<file path="src/rtl/clk_en_pkg.sv">
// Shared types and the divide/phase saturation rule for the clock-enable generator.
package clk_en_pkg;

  // Internal width of stored config fields; CNT_W must not exceed this.
  localparam int unsigned CLK_EN_W = 32;

  typedef enum logic [1:0] {
    ST_SETTLE = 2'd0,
    ST_LOCKED = 2'd1,
    ST_APPLY  = 2'd2
  } clk_en_state_t;

  typedef struct packed {
    logic [CLK_EN_W-1:0] div;
    logic [CLK_EN_W-1:0] phase;
  } clk_en_cfg_t;

  // Divide of 0 behaves as 1; a phase past the period clamps to the last count.
  function automatic clk_en_cfg_t sat_phase(input clk_en_cfg_t cfg);
    clk_en_cfg_t eff;
    eff.div   = (cfg.div == '0) ? CLK_EN_W'(1) : cfg.div;
    eff.phase = (cfg.phase >= eff.div) ? (eff.div - CLK_EN_W'(1)) : cfg.phase;
    return eff;
  endfunction

endpackage

</file>
<file path="src/rtl/clk_en_channel.sv">
// One strobe channel: wrapping counter, its div/phase register and the phase compare.
module clk_en_channel
  import clk_en_pkg::*;
#(
  parameter int unsigned CNT_W       = 16,
  parameter int unsigned DEFAULT_DIV = 2
) (
  input  logic        refclk,
  input  logic        rst,
  input  logic        clr,
  input  logic        wr_en,
  input  clk_en_cfg_t wr_cfg,
  output logic        hit_c
);

  clk_en_cfg_t      cfg_q;
  clk_en_cfg_t      eff_c;
  logic [CNT_W-1:0] cnt_q;

  always_comb eff_c = sat_phase(cfg_q);

  // The >= wrap also recovers cleanly when a shorter divide is written mid-count.
  always_ff @(posedge refclk) begin
    if (rst) begin
      cnt_q       <= '0;
      cfg_q.div   <= CLK_EN_W'(DEFAULT_DIV);
      cfg_q.phase <= '0;
    end else begin
      if (wr_en) cfg_q <= wr_cfg;
      if (clr) begin
        cnt_q <= '0;
      end else if (CLK_EN_W'(cnt_q) >= (eff_c.div - CLK_EN_W'(1))) begin
        cnt_q <= '0;
      end else begin
        cnt_q <= cnt_q + CNT_W'(1);
      end
    end
  end

  assign hit_c = (CLK_EN_W'(cnt_q) == eff_c.phase);

endmodule

</file>
<file path="src/rtl/multi_clk_en_gen.sv">
// Multi-channel clock-enable generator: lock FSM, settle counter and config decode.
module multi_clk_en_gen
  import clk_en_pkg::*;
#(
  parameter int unsigned NUM_CH      = 2,
  parameter int unsigned CNT_W       = 16,
  parameter int unsigned LOCK_CYCLES = 16,
  parameter int unsigned DEFAULT_DIV = 2,
  localparam int unsigned CH_W       = (NUM_CH > 1) ? $clog2(NUM_CH) : 1
) (
  input  logic              refclk,
  input  logic              rst,
  input  logic              cfg_valid,
  output logic              cfg_ready,
  input  logic [CH_W-1:0]   cfg_ch,
  input  logic [CNT_W-1:0]  cfg_div,
  input  logic [CNT_W-1:0]  cfg_phase,
  output logic              cfg_err,
  output logic [NUM_CH-1:0] strobe,
  output logic              locked
);

  localparam int unsigned SET_W = $clog2(LOCK_CYCLES);

  clk_en_state_t     state_q;
  logic [SET_W-1:0]  settle_q;
  logic              accept_c;
  logic              ch_ok_c;
  logic              write_c;
  logic              clr_c;
  clk_en_cfg_t       wr_cfg_c;
  logic [NUM_CH-1:0] hit_c;

  assign accept_c = cfg_valid && cfg_ready && (state_q != ST_APPLY);
  assign ch_ok_c  = (32'(cfg_ch) < NUM_CH);
  assign write_c  = accept_c && ch_ok_c;
  assign clr_c    = (state_q == ST_APPLY);

  always_comb begin
    wr_cfg_c.div   = CLK_EN_W'(cfg_div);
    wr_cfg_c.phase = CLK_EN_W'(cfg_phase);
  end

  // A valid write always wins over the settle-complete transition.
  always_ff @(posedge refclk) begin
    if (rst) begin
      state_q   <= ST_SETTLE;
      settle_q  <= '0;
      locked    <= 1'b0;
      cfg_ready <= 1'b0;
      cfg_err   <= 1'b0;
    end else begin
      cfg_err   <= accept_c && !ch_ok_c;
      cfg_ready <= 1'b1;
      case (state_q)
        ST_SETTLE: begin
          if (write_c) begin
            state_q   <= ST_APPLY;
            cfg_ready <= 1'b0;
          end else if (settle_q == SET_W'(LOCK_CYCLES - 1)) begin
            state_q <= ST_LOCKED;
            locked  <= 1'b1;
          end else begin
            settle_q <= settle_q + SET_W'(1);
          end
        end
        ST_LOCKED: begin
          if (write_c) begin
            state_q   <= ST_APPLY;
            locked    <= 1'b0;
            cfg_ready <= 1'b0;
          end
        end
        ST_APPLY: begin
          state_q  <= ST_SETTLE;
          settle_q <= '0;
        end
        default: begin
          state_q <= ST_SETTLE;
          locked  <= 1'b0;
        end
      endcase
    end
  end

  for (genvar i = 0; i < NUM_CH; i++) begin : g_ch
    clk_en_channel #(
      .CNT_W      (CNT_W),
      .DEFAULT_DIV(DEFAULT_DIV)
    ) u_ch (
      .refclk(refclk),
      .rst   (rst),
      .clr   (clr_c),
      .wr_en (write_c && (cfg_ch == CH_W'(i))),
      .wr_cfg(wr_cfg_c),
      .hit_c (hit_c[i])
    );
  end

  assign strobe = {NUM_CH{locked}} & hit_c;

endmodule

</file>
<file path="config.mk">
export PLATFORM = sky130hd
export DESIGN_NAME = multi_clk_en_gen
export DESIGN_NICKNAME = d
export VERILOG_FILES = /design/src/rtl/clk_en_pkg.sv /design/src/rtl/clk_en_channel.sv /design/src/rtl/multi_clk_en_gen.sv
export SDC_FILE = /design/constraint.sdc
export NUM_CORES = 1
export LEC_CHECK = 0
export ABC_AREA = 1
export CORE_ASPECT_RATIO = 1.5
export CORE_UTILIZATION = 60
export DETAILED_ROUTE_END_ITERATION = 16
export GPL_TIMING_DRIVEN = 0
export PLACE_DENSITY_LB_ADDON = 0.2
export SLEW_MARGIN = 10
export SYNTH_ARGS = -nofsm -noshare
export SYNTH_HDL_FRONTEND = slang
export SYNTH_SLANG_ARGS = --single-unit
export TNS_END_PERCENT = 100
</file>
<file path="constraint.sdc">
create_clock -name refclk -period 4.57 [get_ports refclk]
set_clock_uncertainty 0.2 [all_clocks]
set_input_delay 0.914 -clock refclk [delete_from_list [all_inputs] [get_ports refclk]]
set_output_delay 0.914 -clock refclk [all_outputs]
set_load 0.01 [all_outputs]
</file>
## Word level (Yosys, flattened, before mapping)

Cells that the tools add are included.

| cells by class | value |
|---|---|
| reduce and logical (&&, ||, !) cells | 14 |
| $lt $le $gt $ge | 4 |
| bitwise operators | 3 |
| muxes and demuxes | 17 |
| equality and inequality tests | 11 |
| add/sub/neg operators | 5 |

Operator list:

| cell | count |
|---|---|
| $ge 16x32->1 | 4 |
| $eq 16x32->1 | 2 |
| $logic_not 32->1 | 2 |
| $mux 32 | 2 |
| $sub 32x1->32 const B | 2 |
| $add 16x1->16 const B | 2 |
| $mux 16 | 2 |
| $ne 2x2->1 const B | 5 |
| $mux 4 | 2 |
| $pmux 4 s2 | 1 |
| $mux 2 | 3 |
| $reduce_or 3->1 | 2 |
| $mux 1 | 5 |
| $add 4x1->4 const B | 1 |
| $eq 4x4->1 const B | 1 |
| $logic_and 1x1->1 | 4 |
| $pmux 2 s2 | 1 |
| $reduce_and 4->1 | 1 |
| $ne 3x3->1 const B | 1 |
| $pmux 1 s3 | 1 |
| $reduce_and 3->1 | 1 |
| $and 2x2->2 | 1 |
| $eq 2x1->1 const B | 1 |
| $eq 2x2->1 const B | 1 |
| other kinds (5) | 6 |

| word-level totals | value |
|---|---|
| bits in registers | 104 |
| logic and storage cells | 64 |
| output and inout bits | 5 |

## Longest topological paths before layout

Gate-level depths: netlist (run 1).

| logic depth | value |
|---|---|
| depth after elaboration | 6 |
| mapped depth | 24 |
| mapped depth without buffers | 24 |

## Hierarchy

From an unflattened synthesis (run 1), not the netlist that was laid out.

| second synthesis, totals | value |
|---|---|
| cell total of the unflattened synthesis | 1829 |
| area total of the unflattened synthesis | 11944.0 um^2 |

Modules (own cells, without submodules):

| module | instances | area an instance (um^2) | cells an instance |
|---|---|---|---|
| clk_en_channel (g_ch[1].u_ch) | 1 | 5871.9 | 915 |
| clk_en_channel (g_ch[0].u_ch) | 1 | 5602.9 | 848 |
| multi_clk_en_gen | 1 | 469.2 | 66 |

## Least setup slack after synthesis (run 1)

Ideal clock, no wire load.

| path | value |
|---|---|
| path kind | register to output |
| start | reg g_ch[1].u_ch.cfg_q[36] (netlist bit) |
| end | out strobe[1] |
| arrival | 2.281 ns |
| data required time | 3.456 ns |
| buffers on the path | 1 |
| path slack | 1.175 ns |
| stages on the path, launching flop included | 24 |
| cell sequence | dfxtp_1 -> nor2_2 -> nand2_2 -> nor2_1 -> nand2_2 -> nand2_1 -> ha_1 -> inv_1 -> nand2_1 -> nand2_1 -> nand2_1 -> nand2_1 -> nand2_1 -> nand2_1 -> nand2_2 -> nand3_4 -> buf_6 -> nand2_1 -> o21ai_0 -> nand2_1 -> nand2_1 -> nor2_1 -> nand3_1 -> nor2_1 |

| between the ends | value |
|---|---|
| cells in the longest elaborated chain, start to end | 6 |

Ends and longest elaborated chain:

| item | line | RTL |
|---|---|---|
| from (decl) | clk_en_channel.sv:16 | `clk_en_cfg_t cfg_q;` |
| from (signal assigned) | clk_en_channel.sv:29 | `if (wr_en) cfg_q <= wr_cfg;` |
| $logic_not 32->1 | clk_en_pkg.sv:21 | `eff.div = (cfg.div == '0) ? CLK_EN_W'(1) : cfg.div;` |
| $mux 16 * | clk_en_pkg.sv:21 |  |
| $sub 32x1->32 or $ge 16x32->1 (tied branches) | clk_en_pkg.sv:22 | `eff.phase = (cfg.phase >= eff.div) ? (eff.div - CLK_EN_W'(1)) : cfg.phase;` |
| $mux 32 * | clk_en_pkg.sv:22 |  |
| $eq 16x32->1 * | clk_en_channel.sv:40 | `assign hit_c = (CLK_EN_W'(cnt_q) == eff_c.phase);` |
| $and 2x2->2 * | multi_clk_en_gen.sv:100 | `assign strobe = {NUM_CH{locked}} & hit_c;` |
| to (decl) | multi_clk_en_gen.sv:19 | `output logic [NUM_CH-1:0] strobe,` |

Mark *: on every way between the ends. The rest lies on a longest branch, timed or not.

## Final worst setup path (run 1)

| path | value |
|---|---|
| start | reg g_ch[1].u_ch.cfg_q[44] (netlist bit) |
| end | out strobe[1] |

Same word-level chain as after synthesis.

==> results of run 1 <==
[logic make-up (layout without fill, tap and decap cells)]
logic type	count (synthesis)	in the layout	synth area share
other cells	1	1	0.000510
flops	104	104	0.283
fa+ha+maj	71	71	0.121
simple gates	525	525	0.331
xor+xnor	33	33	0.0393
compound gates	188	188	0.136
buf+inv	165	220	0.0896
[power groups by stage]
stage	clock, mW	sequential (mW)	combinational [mW]
global placement	0	1.01	0.739
floorplan	0	0.998	0.551
CTS	0.793	0.991	0.773
detailed placement	0	1.01	0.756
global route	0.827	0.999	0.873
finish	0.794	0.994	0.784
[synth_stat cells, types with 2 or more instances]
master and instances:
a21o_1 2, nand3_2 5, nand3_4 3, nand2_2 9, nand2_1 231, inv_2 7, nor3_4 2, nand3b_1 2
o21ai_1 9, o21ai_0 66, a21oi_2 2, xnor2_1 3, dfxtp_1 104, ha_1 71, inv_1 125, clkbuf_1 20
nor3_1 20, nor2_1 111, buf_4 2, nor2_4 3, nand4_1 50, buf_2 8, buf_6 3, o21bai_1 2
nor2_2 9, o211ai_1 4, a211oi_1 2, nand3_1 70, nor4_1 5, a21oi_1 93, xor2_1 30, a31oi_1 2
[what timing repair did]
item / in CTS / in global routing
setup buffers: 2 / 0
endpoints found under the hold margin: 0 / 0
resized for setup: 11 / 17
pin swaps: 3 / 0
setup endpoints to repair: 2 / 2
[routing by layer]
metal / vias to the layer above / GRT usage / part of all wire
li1: 3720 / - / -
met1: 3398 / 0.325 / 0.36
met2: 222 / 0.656 / 0.53
met3: 120 / 0.0480 / 0.031
met4: 0 / 0.302 / 0.087
met5: - / 0 / 0
[worst max path at each step]
stage,endpoint,start,slack [ps]
after CTS,strobe[0],g_ch[0].u_ch.cfg_q[36]$_SDFFE_PP0P_,4
after global placement,strobe[1],g_ch[1].u_ch.cfg_q[40]$_SDFFE_PP0P_,140
final,strobe[1],g_ch[1].u_ch.cfg_q[44]$_SDFFE_PP0P_,150
after floorplan,strobe[1],g_ch[1].u_ch.cfg_q[36]$_SDFFE_PP0P_,1180
after global routing,strobe[1],g_ch[1].u_ch.cfg_q[44]$_SDFFE_PP0P_,-0.5
after detailed placement,strobe[1],g_ch[1].u_ch.cfg_q[40]$_SDFFE_PP0P_,80
[state kept, by name (all words and copies together) (netlist names)]
signal	flops
locked	1
settle_q	4
state_q	2
g_ch.u_ch.cnt_q	32
g_ch.u_ch.cfg_q	64
cfg_ready	1
[area by class of cell]
type | instances | area, µm² | area share
timing repair buffer | 40 | 397 | 0.0477
tap | 153 | 191 | 0.0230
sequential | 104 | 2090 | 0.252
inverter | 132 | 495 | 0.0596
clock inverter | 6 | 68.8 | 0.00828
buffer | 33 | 169 | 0.0203
multi-input combinational | 818 | 4670 | 0.562
clock buffer | 9 | 225 | 0.0271
==> results by group, run 1 <==
Outcome
  – Status: completed

Power
  – Switch Pwr: around 0.91 mW
  – Static leakage power: around 3.7 nW
  – Power Density: ~310 nW/µm²
  – Combinational share of power: 0.305
  – Peak supply drop: approximately 0.18 mV
  – Total chip power: 2.57 mW
  – Part of the power in registers: 0.386
  – Clk pwr share: 0.309
  – Net Sw Frac: 0.355
  – Pint: between 1.5 and 2 mW

Setup path
  – CP endpoint kind: primary output
  – Critical R2R Capture: g_ch[0].u_ch.cnt_q[11]$_SDFF_PP0_
  – FF-to-FF setup slack: ~540 ps
  – CP Cell Sequence: nor2_2 -> nand2_1 -> nor2_4 -> nand2_2 -> nand2_2 -> ha_1 -> inv_1 -> nand2_1 -> nand2_1 -> nand2_1 -> nand2_1 -> nand2_1 -> nand2_1 -> nand2_4 -> nand3_4 -> buf_6 -> nand2_1 -> nand2_1 -> nand2_1 -> o21ai_0 -> nor2_1 -> nand3_1 -> nor2_1 -> dlygate4sd2_1
  – Worst EP arrival: between 3000 and 4000 ps
  – Worst path max stage delay: about 370 ps
  – CP bufs+invs: 3
  – Crit-path leading delay family: simple AND/OR/NAND/NOR gates
  – CP max-delay cell: dfxtp_1
  – Crit path depth: 24
  – Critical path type: register to primary output
  – Maximum fanout along the worst path: 10
  – Reg2reg start: g_ch[0].u_ch.cfg_q[44]$_SDFFE_PP0P_
  – Worst Setup Start Kind: register
  – Most used cell, CP: nand2_1
  – Worst EP required: approximately 3500 ps
  – R2R cell count: 21

Floorplanning
  – FP Rows: just under 50
  – Vert. Die Dim: 138 µm
  – # IOs: just over 40
  – Die area: roughly 13000 µm²
  – Die width: a little over 90 µm
  – Core ar.: 12000 µm²
  – Initial Util: 0.615

Detailed routing
  – Antenna Nets Post-Route: 0
  – WL final: around 21000 µm
  – Routed vias: 7460
  – Iteration count of the initial detailed-routing pass: 5
  – Iter 0 DRT Violations: about 360
  – Wirelength per Cell: 16.3 µm
  – Detailed-route DRC error count: 0
  – Vias per Instance: about 5.8

Timing
  – Final Critical Period: 4420 ps
  – Worst hold slack: 263 ps
  – Final worst setup slack: approximately 150 ps
  – Fin. Hold Viols: 0
  – Slew @ Worst Pin: about 740 ps
  – Relative slew margins: 0.503
  – Setup-failing EPs final: 0
  – Setup_tns: 0 ps
  – Maximum clock rate: 0.226 GHz
  – Final worst-path cycle share: 0.968
  – Final Max Tran Viols: 0

Place
  – Placed cells: ~1.3k
  – GP Congestion: 0.956
  – Post-place instance area: 7930 µm²
  – DP HPWL: 17000 µm
  – Setup slack at placement: just under 80 ps
  – IO Port Bufs: 38

Layout
  – Area delta synth->final: 13.0%
  – Final cell count without fillers: approximately 1.3k
  – Final #Nets: between 1k and 1.5k
  – # diodes: 0
  – Filler cells: between 1k and 1.5k
  – Commonest non-fill, non-tap cell in the layout: nand2_1
  – Final Core Density: 0.695
  – Most frequent cells in the layout: nand2_1, inv_1, nor2_1
  – Fraction of layout cells with a size suffix above 1: 0.0797
  – Final instance area: 8310 µm²

Clock tree
  – Total CTS buffers: 9
  – Htree depth: 3
  – Reg clk slew, reported paths: 80 ps
  – Clock buffer depth: 2
  – Clock latency on the worst-skew pair: 360 ps
  – Hold_buf cts: 0
  – CTS tree: yes
  – Clk sinks: approximately 100
  – CTS Root Cell: clkbuf_16

Flow run
  – MaxCap Viol Count: 0

Synth
  – Seq cells post-synth: between 100 and 150
  – Seq/Total Area, Yosys: 0.283
  – Syn Nets: 1194
  – Cell count after synthesis: ~1.1k
  – Cell type with the largest total area after synthesis: dfxtp_1
  – Top FF cell, synth: dfxtp_1
  – Netlist cell types: 44
  – Synth Cell Area: about 7400 µm²
  – Yosys warnings: 0
  – Synth async-reset ratio: 0
  – Post-Syn Area per Cell: 6.77 µm²
  – Yosys top cell area share: 0.283
  – EDFF count, synth: 0
  – Top post-synthesis cells by area: dfxtp_1, ha_1, nand2_1, inv_1, a21oi_1

Global routing
  – Remaining Overflow, GRT: 0
  – Initial antenna violation count: 0
  – Pin count of the biggest net entering global routing: 18
  – GR Util All Layers: 0.348
  – Vias in the first global route: 7318
  – First-pass GRT wire length: ~34000 µm

Min path
  – Min-Delay Endpoint: locked$_SDFFE_PP0P_
  – HP Class: register to register
  – Hold depth: 1
  – HP Start: state_q[0]$_SDFFE_PP0P_
No activity file was read; power rests on OpenSTA's default activity.
==> run 2: changes to the inputs <==
--- a/config.mk
+++ b/config.mk
@@ -6,7 +6,6 @@
 export NUM_CORES = 1
 export LEC_CHECK = 0
 export ABC_AREA = 1
-export CORE_ASPECT_RATIO = 1.5
 export CORE_UTILIZATION = 60
 export DETAILED_ROUTE_END_ITERATION = 16
 export GPL_TIMING_DRIVEN = 0
==> results by group, run 2 (same netlist as run 1, synthesis figures left out) <==
Timing
  – Setup_tns: 0 ps (unchanged)
  – RSZ-0062 raised after global routing: no
  – Relative slew margins: 0.588 (+0.0845)
  – Slew @ Worst Pin: 614 ps (-128 ps)
  – Worst hold slack: 264 ps (+0.837 ps)
  – Final Critical Period: 4280 ps (-148 ps)
  – Setup-failing EPs final: 0 (unchanged)
  – Maximum clock rate: 0.234 GHz (+3.5%)
  – Fin. Hold Viols: 0 (unchanged)
  – Final Max Tran Viols: 0 (unchanged)
  – Final worst setup slack: 294 ps (+148 ps)
  – Final worst-path cycle share: 0.936 (-0.0324)

Detailed routing
  – WL final: 20100 µm (-4.8%)
  – Detailed-route DRC error count: 0 (unchanged)
  – Antenna Nets Post-Route: 0 (unchanged)
  – Iter 0 DRT Violations: 587 (+62%)
  – Routed vias: 7466 (+0.080%)
  – Wirelength per Cell: 15.6 µm (-4.2%)
  – Iteration count of the initial detailed-routing pass: 6 (+1)
  – Vias per Instance: 5.80 (+0.70%)

Setup path
  – CP endpoint kind: primary output
  – Critical path type: register to primary output
  – Reg2reg start: g_ch[0].u_ch.cfg_q[36]$_SDFFE_PP0P_
  – Maximum fanout along the worst path: 10 (unchanged)
  – Critical R2R Capture: g_ch[0].u_ch.cnt_q[1]$_SDFF_PP0_
  – R2R cell count: 21 (unchanged)
  – Worst EP required: 3460 ps (about the same)
  – FF-to-FF setup slack: 660 ps (+120 ps)
  – Worst Setup Start Kind: register
  – Worst EP arrival: 3160 ps (-150 ps)

Min path
  – Hold depth: 1 (unchanged)
  – HP Class: register to register
  – Min-Delay Endpoint: locked$_SDFFE_PP0P_
  – HP Start: state_q[0]$_SDFFE_PP0P_

Power
  – Part of the power in registers: 0.391 (+0.005)
  – Clk pwr share: 0.312 (+0.003)
  – Static leakage power: 3.70 nW (-0.68%)
  – Combinational share of power: 0.298 (-0.007)
  – Peak supply drop: 0.353 mV (+91%)
  – Total chip power: 2.55 mW (-0.99%)
  – Pint: 1.66 mW (-0.18%)
  – Power Density: 309 nW/µm² (-0.31%)
  – Net Sw Frac: 0.350 (-0.00525)
  – Switch Pwr: 0.890 mW (-2.5%)

Layout
  – Fraction of layout cells with a size suffix above 1: 0.0684 (-0.0113)
  – Max reg flops: 64 (unchanged)
  – # diodes: 0 (unchanged)
  – Top flop regs: g_ch.u_ch.cfg_q x64, g_ch.u_ch.cnt_q x32, settle_q x4
  – Final #Nets: 1243 (-0.16%)
  – Area delta synth->final: 12.2%
  – Largest Register: g_ch.u_ch.cfg_q
  – Most frequent cells in the layout: nand2_1, inv_1, nor2_1
  – Commonest non-fill, non-tap cell in the layout: nand2_1

Floorplanning
  – Initial Util: 0.615 (about the same)
  – Core ar.: 12000 µm² (about the same)
  – Vert. Die Dim: 113 µm (-18%)
  – Die area: 12700 µm² (about the same)
  – # IOs: 41 (unchanged)
  – Die width: 113 µm (+22%)
  – FP Rows: 40 (-18%)

Outcome
  – Status: completed

Global routing
  – Pin count of the biggest net entering global routing: 18 (unchanged)
  – First-pass GRT wire length: 32700 µm (-4.4%)
  – Vias in the first global route: 6650 (-9.1%)
  – GR Util All Layers: 0.329 (-0.0189)
  – Remaining Overflow, GRT: 0 (unchanged)
  – Initial antenna violation count: 0 (unchanged)

Clock tree
  – Clk sinks: 104 (unchanged)
  – CTS tree: yes
  – CTS Root Cell: clkbuf_16
  – Htree depth: 3 (unchanged)
  – Hold_buf cts: 0 (unchanged)
  – Reg clk slew, reported paths: 70 ps (about the same)
  – Buffer count from post-CTS setup fixing: 0 (-2)
  – Clock latency on the worst-skew pair: 360 ps (about the same)
  – Total CTS buffers: 9 (unchanged)
  – Clock buffer depth: 2 (unchanged)

Flow run
  – MaxCap Viol Count: 0 (unchanged)

Place
  – DP HPWL: 16200 µm (-4.8%)
  – IO Port Bufs: 38 (unchanged)
  – Setup slack at placement: 172 ps (+94.8 ps)
  – GP Congestion: 0.983 (+2.9%)
==> run 2: stage by stage <==
step                instance area, µm²  std cells  utilization
floorplan                         7360       1087            -
global placement                  7920       1272        0.662
detailed placement                7920       1272        0.662
CTS                               8230       1287        0.688
global route                      8260       1287        0.690
finish                            8260       1287        0.690
==> run 2: final cells by class <==
| class | count | area, µm² |
|---|---|---|
| Sequential cell | 104 | 2090 |
| Clock buffer | 10 | 229 |
| Fill cell | 1040 | 3710 |
| Buffer | 33 | 169 |
| Clock inverter | 5 | 65.1 |
| Timing Repair Buffer | 38 | 378 |
| Multi-Input combinational cell | 818 | 4650 |
| Inverter | 132 | 495 |
| Tap cell | 147 | 184 |
==> run 2: worst max-delay path by stage <==
| stage | startpoint | endpoint | depth (start not counted) |
|---|---|---|---|
| floorplan | g_ch[1].u_ch.cfg_q[36]$_SDFFE_PP0P_ | strobe[1] | 23 |
| global placement | g_ch[1].u_ch.cfg_q[40]$_SDFFE_PP0P_ | strobe[1] | 24 |
| detailed placement | g_ch[1].u_ch.cfg_q[40]$_SDFFE_PP0P_ | strobe[1] | 24 |
| finish | g_ch[1].u_ch.cfg_q[40]$_SDFFE_PP0P_ | strobe[1] | 24 |
| CTS | g_ch[0].u_ch.cfg_q[36]$_SDFFE_PP0P_ | strobe[0] | 22 |
| global route | g_ch[1].u_ch.cfg_q[37]$_SDFFE_PP0P_ | strobe[1] | 24 |
==> run 2: per-layer routing <==
| layer | part of all wire | routed length, µm | track usage | vias up |
|---|---|---|---|---|
| met5 | 0 | 0 | 0 | - |
| met4 | 0.028 | 569 | 0.126 | 0 |
| met3 | 0.075 | 1510 | 0.0493 | 42 |
| met2 | 0.43 | 8720 | 0.507 | 289 |
| met1 | 0.46 | 9300 | 0.465 | 3399 |
| li1 | - | - | - | 3736 |
==> run 2: repair_timing <==
item | CTS | global route
pin swaps | 0 | 0
gates resized for setup | 4 | 13
endpoints found under the setup margin | 2 | 2
==> run 2: power by group through the flow <==
stage               clock [mW]  sequential (mW)  combinational (mW)
floorplan                    0            0.998               0.551
global placement             0             1.01               0.718
detailed placement           0             1.01               0.732
CTS                      0.797            0.992               0.741
global route             0.825            0.999               0.853
finish                   0.794            0.995               0.758
==> run 2: worst max-delay path, cell delays in order (launching register included) <==
cell and delay (ps):
dfxtp_2 360, nor2_4 150, nand2_1 110, nor2_4 170, nand2_2 110, nand2_1 120, ha_1 160, inv_1 40
nand2_1 40, nand2_1 50, nand2_1 50, nand2_1 50, nand2_1 60, nand2_1 80, nand2_4 120, nand3_4 120
buf_6 170, nand2_1 50, o21ai_1 80, nand2_1 100, nand2_1 50, nor2_1 120, nand3_1 90, nor2_1 170
clkbuf_2 160
==> run 3: changes to the inputs <==
--- a/config.mk
+++ b/config.mk
@@ -6,6 +6,7 @@
 export NUM_CORES = 1
 export LEC_CHECK = 0
 export ABC_AREA = 1
+export CORE_MARGIN = 3
 export CORE_UTILIZATION = 60
 export DETAILED_ROUTE_END_ITERATION = 16
 export GPL_TIMING_DRIVEN = 0
@@ -13,5 +14,6 @@
 export SLEW_MARGIN = 10
 export SYNTH_ARGS = -nofsm -noshare
 export SYNTH_HDL_FRONTEND = slang
+export SYNTH_HIERARCHICAL = 1
 export SYNTH_SLANG_ARGS = --single-unit
 export TNS_END_PERCENT = 100
==> results by group, run 3 <==
Place
  – DP HPWL: 28900 µm (+78%)
  – IO Port Bufs: 39 (+2.6%)
  – GP Congestion: 0.988 (+0.48%)
  – Placed cells: 2192 (+72%)

Floorplanning
  – Core ar.: 19100 µm² (+60%)
  – FP Rows: 50 (+25%)
  – Initial Util: 0.624 (+0.00875)
  – # IOs: 41 (unchanged)
  – Die area: 21600 µm² (+70%)
  – Vert. Die Dim: 147 µm (+30%)
  – Die width: 147 µm (+30%)

Power
  – Peak supply drop: 0.247 mV (-30%)
  – Combinational share of power: 0.356 (+0.058)
  – Power Density: 321 nW/µm² (+4.1%)
  – Pint: 2.95 mW (+78%)
  – Clk pwr share: 0.301 (-0.011)
  – Net Sw Frac: 0.373 (+0.0233)
  – Part of the power in registers: 0.343 (-0.048)
  – Switch Pwr: 1.75 mW (+97%)
  – Static leakage power: 6.87 nW (+86%)
  – Total chip power: 4.70 mW (+85%)

Synth
  – Count leader, synth: nand2_1
  – Cell count after synthesis: 1829 (+68%)
  – Most instantiated cells after synthesis: nand2_1, nor2_1, inv_1
  – Top post-synthesis cells by area: dfxtp_1, nand2_1, ha_1, nor2_1, inv_1
  – Yosys top cell area share: 0.282 (-0.00136)
  – Top FF cell, synth: dfxtp_1
  – Yosys warnings: 6 (+6)
  – Post-Syn Area per Cell: 6.53 µm² (-3.5%)
  – EDFF count, synth: 0 (unchanged)
  – Synth Cell Area: 11900 µm² (+62%)
  – Netlist cell types: 42 (-4.5%)
  – Synth async-reset ratio: 0 (unchanged)
  – Seq/Total Area, Yosys: 0.282 (-0.00136)
  – Cell type with the largest total area after synthesis: dfxtp_1
  – Seq cells post-synth: 168 (+62%)

Layout
  – Top flop regs: g_ch.u_ch/cfg_q x128, g_ch.u_ch/cnt_q x32, settle_q x4
  – Final Core Density: 0.764 (+0.0742)
  – Commonest non-fill, non-tap cell in the layout: nand2_1
  – Fraction of layout cells with a size suffix above 1: 0.157 (+0.0888)
  – Largest Register: g_ch.u_ch/cfg_q
  – Final #Nets: 2148 (+73%)
  – Most frequent cells in the layout: nand2_1, nor2_1, inv_1
  – Area delta synth->final: 22.5%
  – Max reg flops: 128 (+100%)
  – Final cell count without fillers: 2284 (+77%)

Clock tree
  – Total CTS buffers: 17 (+8)
  – Htree depth: 4 (+1)
  – CTS tree: yes
  – Clock buffer depth: 2 (unchanged)
  – Clock latency on the worst-skew pair: 430 ps (+70 ps)
  – Reg clk slew, reported paths: 70 ps (about the same)
  – CTS Root Cell: clkbuf_16
  – Hold_buf cts: 0 (unchanged)
  – Clk sinks: 168 (+62%)

Detailed routing
  – Iter 0 DRT Violations: 1106 (+88%)
  – Detailed-route DRC error count: 0 (unchanged)
  – Routed vias: 12.9k (+72%)
  – Iteration count of the initial detailed-routing pass: 6 (unchanged)
  – Wirelength per Cell: 17.0 µm (+9.1%)
  – WL final: 38900 µm (+94%)
  – Antenna Nets Post-Route: 0 (unchanged)
  – Vias per Instance: 5.63 (-2.9%)

Timing
  – RSZ-0062 raised after global routing: yes
  – Final Critical Period: 4770 ps (+498 ps)
  – Setup_tns: -204 ps (-204 ps)
  – Worst hold slack: 283 ps (+19.4 ps)
  – Slew @ Worst Pin: 646 ps (+32.3 ps)
  – Final worst setup slack: -204 ps (-498 ps)
  – Relative slew margins: 0.569 (-0.0188)
  – Fin. Hold Viols: 0 (unchanged)
  – Final Max Tran Viols: 0 (unchanged)
  – Final worst-path cycle share: 1.04 (+0.109)
  – Setup-failing EPs final: 1 (+1)
  – Maximum clock rate: 0.209 GHz (-10%)

Global routing
  – Vias in the first global route: 12.3k (+85%)
  – First-pass GRT wire length: 61300 µm (+87%)
  – Pin count of the biggest net entering global routing: 17 (-1)
  – GR Util All Layers: 0.350 (+0.0202)
  – Remaining Overflow, GRT: 0 (unchanged)
  – Initial antenna violation count: 1 (+1)

Setup path
  – Worst EP required: 3460 ps (about the same)
  – Maximum fanout along the worst path: 9 (-1)
  – CP endpoint kind: primary output
  – Worst Setup Start Kind: register
  – Critical path type: register to primary output
  – Worst EP arrival: 3660 ps (+500 ps)

Outcome
  – Failing checks: setup timing
  – Status: finished with violations

Min path
  – HP Class: register to register

Flow run
  – MaxCap Viol Count: 0 (unchanged)
-- run 3: cell types whose count changed in the layout (fill, tap and decap cells not counted), sizes merged, moves of 26 or more --
| cell | before | now |
|---|---|---|
| ha | 71 | 101 |
| inv | 134 | 232 |
| clkbuf | 32 | 64 |
| dfxtp | 104 | 168 |
| nand3 | 78 | 116 |
| buf | 12 | 72 |
| nor2 | 123 | 300 |
| a21oi | 96 | 130 |
| o21ai | 75 | 147 |
| xor2 | 30 | 56 |
| nand2 | 240 | 400 |
| conb | 1 | 65 |
-- run 3: path summary, 6_finish.rpt --
kind	startpoint	endpoint	slack, ps	depth (start not counted)
setup reg to reg	g_ch[0].u_ch/cfg_q[33]$_SDFFE_PP1P_	g_ch[0].u_ch/cnt_q[5]$_SDFF_PP0_	900	24
hold reg to reg	g_ch[0].u_ch/cnt_q[0]$_SDFF_PP0_	g_ch[0].u_ch/cnt_q[0]$_SDFF_PP0_	280	1
hold / removal	g_ch[0].u_ch/cnt_q[0]$_SDFF_PP0_	g_ch[0].u_ch/cnt_q[0]$_SDFF_PP0_	280	1
setup / recovery	g_ch[1].u_ch/cfg_q[63]$_SDFFE_PP0P_	strobe[1]	-200	21
-- run 3: metal layers --
layer | part of all wire | vias up | GRT usage
met5 | 0 | - | 0
met4 | 0.055 | 0 | 0.174
met3 | 0.070 | 125 | 0.0595
met2 | 0.47 | 540 | 0.596
met1 | 0.40 | 5922 | 0.427
li1 | - | 6275 | -
-- run 3: metrics by stage --
stage | setup slack (ps) | instance area [µm²]
floorplan | 577 | 12200
global placement | -838 | 12900
detailed placement | -849 | 12900
CTS | -66.0 | 14100
global route | -402 | 14600
finish | -204 | 14600
-- run 3: logic make-up (layout without fill, tap and decap cells) --
kind of cell / count (synthesis) / after routing / share of synthesized area
xor+xnor: 60 / 60 / 0.0440
buf+inv: 282 / 412 / 0.0955
compound gates: 294 / 294 / 0.128
fa+ha+maj: 101 / 101 / 0.106
other cells: 1 / 66 / 0.000314
flops: 168 / 168 / 0.282
simple gates: 923 / 923 / 0.345
-- run 3: layout make-up --
| cell class | instances | area, µm² |
|---|---|---|
| Antenna cell | 1 | 2.50 |
| Multi-Input combinational cell | 1443 | 8160 |
| Sequential cell | 168 | 3480 |
| Clock inverter | 12 | 118 |
| Timing Repair Buffer | 100 | 915 |
| Inverter | 227 | 865 |
| Buffer | 54 | 329 |
| Tap cell | 260 | 325 |
| Clock buffer | 19 | 433 |
| Fill cell | 1512 | 4510 |
-- run 3: what timing repair did --
item / CTS / global route
resized for setup: 122 / 126
hold endpoints to repair: 0 / 0
gates cloned: 2 / 2
endpoints found under the setup margin: 2 / 2
pin swaps: 38 / 55
setup buffers: 48 / 10
-- run 3: worst max-delay path: stages (launching register included) --
cell	delay (ps)
dfxtp_2	370
inv_1	90
ha_1	300
nand2_1	80
nor2_1	140
nand4_1	270
a21oi_1	310
nor2_4	120
nand3_4	170
buf_12	160
clkinv_8	70
buf_8	120
nand2_1	60
nand2_1	60
nor2_1	160
nand3_1	140
nor2_2	130
nand2_2	110
nor2_4	150
nand2_1	60
inv_1	50
buf_2	120
-- run 3: power by group through the flow --
| stage | clock network (mW) | logic (mW) | registers, mW |
|---|---|---|---|
| after floorplan | 0 | 0.950 | 1.61 |
| after global placement | 0 | 1.25 | 1.63 |
| after detailed placement | 0 | 1.28 | 1.63 |
| after CTS | 1.42 | 1.47 | 1.61 |
| after global routing | 1.48 | 1.83 | 1.62 |
| final | 1.42 | 1.67 | 1.61 |
